File: config.mk
export PLATFORM = sky130hd
export DESIGN_NAME = immediate_gen
export DESIGN_NICKNAME = d
export VERILOG_FILES = /design/src/rtl/immediate_gen_pkg.sv /design/src/rtl/immediate_gen_imm_decode.sv /design/src/rtl/immediate_gen.sv
export SDC_FILE = /design/constraint.sdc
export NUM_CORES = 1
export LEC_CHECK = 0
export ABC_AREA = 1
export CORE_UTILIZATION = 38
export DETAILED_ROUTE_END_ITERATION = 8
export GPL_ROUTABILITY_DRIVEN = 0
export HOLD_SLACK_MARGIN = 0.1
export PLACE_DENSITY = 0.89
export SLEW_MARGIN = 20
export SYNTH_ARGS = -nofsm -noshare
export SYNTH_HDL_FRONTEND = slang
export SYNTH_SLANG_ARGS = --single-unit
File: constraint.sdc
create_clock -name i_clk -period 3.9 [get_ports i_clk]
set_input_delay 0.78 -clock i_clk [delete_from_list [all_inputs] [get_ports i_clk]]
set_output_delay 0.78 -clock i_clk [all_outputs]
set_load 0.005 [all_outputs]
File: src/rtl/immediate_gen_pkg.sv
// Shared RV32I opcode constants and the immediate format code.
package immediate_gen_pkg;

    localparam int unsigned OPCODE_W = 7;
    localparam int unsigned XLEN     = 32;
    localparam int unsigned FMT_W    = 3;

    localparam logic [OPCODE_W-1:0] I_LOAD_OPCODE  = 7'b0000011;
    localparam logic [OPCODE_W-1:0] I_ARITH_OPCODE = 7'b0010011;
    localparam logic [OPCODE_W-1:0] JALR_OPCODE    = 7'b1100111;
    localparam logic [OPCODE_W-1:0] S_TYPE_OPCODE  = 7'b0100011;
    localparam logic [OPCODE_W-1:0] B_TYPE_OPCODE  = 7'b1100011;
    localparam logic [OPCODE_W-1:0] LUI_OPCODE     = 7'b0110111;
    localparam logic [OPCODE_W-1:0] AUIPC_OPCODE   = 7'b0010111;
    localparam logic [OPCODE_W-1:0] JAL_OPCODE     = 7'b1101111;
    localparam logic [OPCODE_W-1:0] R_TYPE_OPCODE  = 7'b0110011;
    localparam logic [OPCODE_W-1:0] SYSTEM_OPCODE  = 7'b1110011;
    localparam logic [OPCODE_W-1:0] FENCE_OPCODE   = 7'b0001111;

    typedef enum logic [FMT_W-1:0] {
        FMT_NONE = 3'd0,
        FMT_I    = 3'd1,
        FMT_S    = 3'd2,
        FMT_B    = 3'd3,
        FMT_U    = 3'd4,
        FMT_J    = 3'd5
    } imm_fmt_e;

endpackage

File: src/rtl/immediate_gen_imm_decode.sv
// Opcode to immediate-format decoder with illegal-opcode flag.
module imm_decode
    import immediate_gen_pkg::*;
(
    input  logic [6:0] i_opcode,
    output logic [2:0] o_fmt,
    output logic       o_illegal
);

    imm_fmt_e fmt;
    logic     illegal;

    // Map each recognised opcode to its format; anything else is illegal.
    always_comb begin
        fmt     = FMT_NONE;
        illegal = 1'b1;
        case (i_opcode)
            I_LOAD_OPCODE,
            I_ARITH_OPCODE,
            JALR_OPCODE,
            SYSTEM_OPCODE,
            FENCE_OPCODE: begin
                fmt     = FMT_I;
                illegal = 1'b0;
            end
            S_TYPE_OPCODE: begin
                fmt     = FMT_S;
                illegal = 1'b0;
            end
            B_TYPE_OPCODE: begin
                fmt     = FMT_B;
                illegal = 1'b0;
            end
            LUI_OPCODE,
            AUIPC_OPCODE: begin
                fmt     = FMT_U;
                illegal = 1'b0;
            end
            JAL_OPCODE: begin
                fmt     = FMT_J;
                illegal = 1'b0;
            end
            R_TYPE_OPCODE: begin
                fmt     = FMT_NONE;
                illegal = 1'b0;
            end
            default: begin
                fmt     = FMT_NONE;
                illegal = 1'b1;
            end
        endcase
    end

    assign o_fmt     = fmt;
    assign o_illegal = illegal;

endmodule

File: src/rtl/immediate_gen.sv
// RV32I immediate generator: combinational immediate plus a one-cycle registered copy.
module immediate_gen
    import immediate_gen_pkg::*;
(
    input  logic        i_clk,
    input  logic        i_rst,
    input  logic [6:0]  i_opcode,
    input  logic [31:0] i_instr,
    output logic [31:0] o_ext_imm,
    output logic [2:0]  o_imm_fmt,
    output logic        o_illegal,
    output logic [31:0] o_ext_imm_r,
    output logic [2:0]  o_imm_fmt_r
);

    logic [FMT_W-1:0] imm_fmt;
    logic [XLEN-1:0]  ext_imm;
    logic [XLEN-1:0]  ext_imm_d;
    logic [XLEN-1:0]  ext_imm_q;
    logic [FMT_W-1:0] imm_fmt_d;
    logic [FMT_W-1:0] imm_fmt_q;

    // The format comes from i_opcode alone; the instruction's own opcode field is ignored.
    logic unused_instr_opcode;
    assign unused_instr_opcode = ^i_instr[6:0];

    imm_decode u_imm_decode (
        .i_opcode  (i_opcode),
        .o_fmt     (imm_fmt),
        .o_illegal (o_illegal)
    );

    // Assemble the immediate for the decoded format; bit 31 is the sign for all extended formats.
    always_comb begin
        ext_imm = '0;
        case (imm_fmt)
            FMT_I: ext_imm = {{20{i_instr[31]}}, i_instr[31:20]};
            FMT_S: ext_imm = {{20{i_instr[31]}}, i_instr[31:25], i_instr[11:7]};
            FMT_B: ext_imm = {{19{i_instr[31]}}, i_instr[31], i_instr[7],
                              i_instr[30:25], i_instr[11:8], 1'b0};
            FMT_U: ext_imm = {i_instr[31:12], 12'b0};
            FMT_J: ext_imm = {{11{i_instr[31]}}, i_instr[31], i_instr[19:12],
                              i_instr[20], i_instr[30:21], 1'b0};
            default: ext_imm = '0;
        endcase
    end

    // Next register values are simply the current combinational results.
    always_comb begin
        ext_imm_d = ext_imm;
        imm_fmt_d = imm_fmt;
    end

    // Output register, loaded every edge and cleared asynchronously by reset.
    always_ff @(posedge i_clk or posedge i_rst) begin
        if (i_rst) begin
            ext_imm_q <= '0;
            imm_fmt_q <= FMT_NONE;
        end else begin
            ext_imm_q <= ext_imm_d;
            imm_fmt_q <= imm_fmt_d;
        end
    end

    assign o_ext_imm   = ext_imm;
    assign o_imm_fmt   = imm_fmt;
    assign o_ext_imm_r = ext_imm_q;
    assign o_imm_fmt_r = imm_fmt_q;

endmodule

==> flow_metrics.py <==
metrics = {
    "run_status": {
        "outcome": "completed",
    },
    "synthesis": {
        "yosys-top-cells-area": "dfrtp_1, nand2_1, nand3_1, inv_1, nand2_2",
        "synth_area_um2": 1620,
        "syn-num-nets": 217,
        "synth.most_common_cell": "nand2_1",
        "async_reset_ff_share_pct": 100,
        "ys_top_cells_by_count": "nand2_1, dfrtp_1, nand3_1",
        "synth_top_area_share_pct": 54.1,
        "synth_seq_cells": 35,
        "yosysWarnings": 0,
        "ys_types": 21,
        "synth_top_cell_by_area": "dfrtp_1",
        "synth_edf_count": 0,
        "netlist_instances": 176,
        "synth.avg_cell_area_um2": 9.21,
        "synth_ff_type": "dfrtp_1",
        "ys_seq_area_share_pct": 54.1,
    },
    "power_and_ir_drop": {
        "swShare_pct": 23.1,
        "seqPwrFrac_pct": 50.8,
        "p_leak_nw": 1.38,
        "p_switching_uw": 170,
        "p_per_area_nw_per_um2": 265,
        "power.internal_uw": 567,
        "p_clk_share_pct": 33.0,
        "comb_power_share_pct": 16.2,
        "vdd_drop_max_mv": 0.114,
    },
    "global_routing": {
        "grt.total_usage_pct": 21.0,
        "grt_pass1_wl_mm": 6.95,
        "grt_max_degree": 27,
        "grt_remaining_overflow": 0,
        "grt_pass1_vias": 1479,
        "gr-usage-met3_pct": 4.56,
        "grt_use_met1_pct": 23.2,
        "busiest_layer": "met2",
        "gr-usage-met2_pct": 37.9,
        "antenna_found_initial": 0,
    },
    "route": {
        "wire_per_inst_um": 13.3,
        "drtIter0Drc": 86,
        "viasPerCell": 4.72,
        "ant_nets": 0,
        "route.detailed.drc": 0,
        "dr.pass1.iters": 4,
        "dr_total_vias": 1586,
        "finalWirelength_mm": 4.48,
    },
    "worst_setup_path": {
        "critical_path.endpoint": "o_ext_imm[31]",
        "path_cells": "clkdlybuf4s50_1, nand2_4, nor2_8, nand2_2, nor2_4, inv_2, nand3_1, clkdlybuf4s50_1",
        "end_kind": "primary output",
        "crit_type": "input pin to primary output",
        "critPathMaxStageDelay_ps": 540,
        "crit_path_start_kind": "input pin",
        "cp_data_required_time_ps": 3120,
        "crit_path_top_delay_cell": "clkdlybuf4s50_1",
        "worstPathMaxFanout": 12,
        "cpMostUsedCell": "clkdlybuf4s50_1",
        "startpoint": "i_opcode[1]",
        "cp.arrival_ps": 2700,
    },
    "hold_path": {
        "worstHoldPathType": "input pin to asynchronous set/reset pin",
    },
    "floorplanning": {
        "dieHeight_um": 67.3,
        "initial_core_util_pct": 39.9,
        "die_area_um2": 4530,
        "num_rows": 23,
        "core-area_um2": 4060,
        "die_w_um": 67.3,
        "ioPinCount": 112,
    },
    "clocking": {
        "cts_buffer_depth": 2,
        "cts_tree": "done",
        "cts_max_level": 2,
        "cts_resized": 0,
        "numCtsBuffers": 5,
        "path_clk_slew_ps": 60,
        "post_cts_buffers": 0,
        "clockRootBuffer": "clkbuf_8",
        "clkSinkCount": 35,
        "hold_buffers": 0,
    },
    "place": {
        "dp_worst_setup_slack_ps": 419,
        "numPortBuffers": 104,
        "place_hpwl_mm": 3.62,
        "place_area_um2": 2710,
    },
    "sta": {
        "tightest_slew_ps": 945,
        "finalCritPeriodShare_pct": 89.3,
        "max_freq_mhz": 287,
        "whs_ps": 1010,
        "hold_viol": 0,
        "setup_tns_ps": 0,
        "setup_violations": 0,
        "timing.final.ws_setup_ps": 419,
        "worst_slew_margin_rel_pct": 36.9,
        "slew_viol_final": 0,
        "rsz0062_at_grt": "no",
        "post-route-min-period_ps": 3480,
    },
    "finish": {
        "nFillCells": 334,
        "areaGrowthSynthToFinish_pct": 72.0,
        "drive_above_1_share_pct": 10.5,
        "finalInstanceArea_um2": 2790,
        "multi_input_area_um2": 647,
        "fin_nets": 326,
        "diodes": 0,
        "seq_area_um2": 876,
        "post-route-util_pct": 68.7,
    },
    "flow_run": {
        "drv_cap": 0,
    },
}
-- final cells by class --
class / count / area share (%)
Clock inverter: 1 / 0.180
Tap cell: 50 / 2.25
Multi-Input combinational cell: 119 / 23.2
Timing Repair Buffer: 105 / 37.6
Clock buffer: 7 / 2.74
Sequential cell: 35 / 31.4
Inverter: 19 / 2.56
-- placed cells by master (no fill, tap or decap), drive strengths merged --
master	synthesis	routed
nand3b	1	1
clkdlybuf4s50	0	104
a21oi	11	11
clkbuf	0	7
inv	19	19
nor2	9	9
dfrtp	35	35
buf	3	1
nand4	2	2
nor3	1	1
o21ai	3	3
a21boi	6	6
clkinv	0	1
nand2	65	65
nand3	21	21
-- cell families after synthesis --
group | Yosys count | share of synthesized area (%)
buffers and inverters | 22 | 6.02
and+or+nand+nor | 99 | 32.8
AOI/OAI and AO/OA | 20 | 7.10
DFF | 35 | 54.1
-- power by group through the flow --
stage / Combinational (mW) / Sequential [mW] / Clock, mW
3_3_place_gp: 0.118 / 0.381 / 0
6_report: 0.119 / 0.374 / 0.244
4_1_cts: 0.121 / 0.374 / 0.249
2_1_floorplan: 0.0335 / 0.383 / 0
5_1_grt: 0.130 / 0.375 / 0.263
3_5_place_dp: 0.120 / 0.381 / 0
-- registers in the layout, summed over array words and instances (netlist names) --
register	flops
o_ext_imm_r	32
o_imm_fmt_r	3
-- routing by layer --
metal	vias up	part of all wire, %
met3	11	6.5
met5	-	0
met2	63	52
li1	782	-
met4	0	2.7
met1	730	39
-- worst min path at each step --
stage,cells after the start,to
after floorplan,1,o_ext_imm_r[0]
after global placement,2,o_ext_imm_r[1]
after detailed placement,2,o_ext_imm_r[3]
after CTS,2,o_ext_imm_r[8]
after global routing,3,o_ext_imm_r[1]
final,2,o_ext_imm_r[3]
-- stage by stage --
step / std cells / total power, mW
final: 336 / 0.737
after global routing: 336 / 0.768
after CTS: 336 / 0.744
after detailed placement: 328 / 0.501
after global placement: 328 / 0.499
after floorplan: 176 / 0.416
-- critical path: cells and delay by family --
kind,cells,cell delay [ps]
simple gates,5,710
buf+inv,3,1210
(Power assumes the default switching activity.)
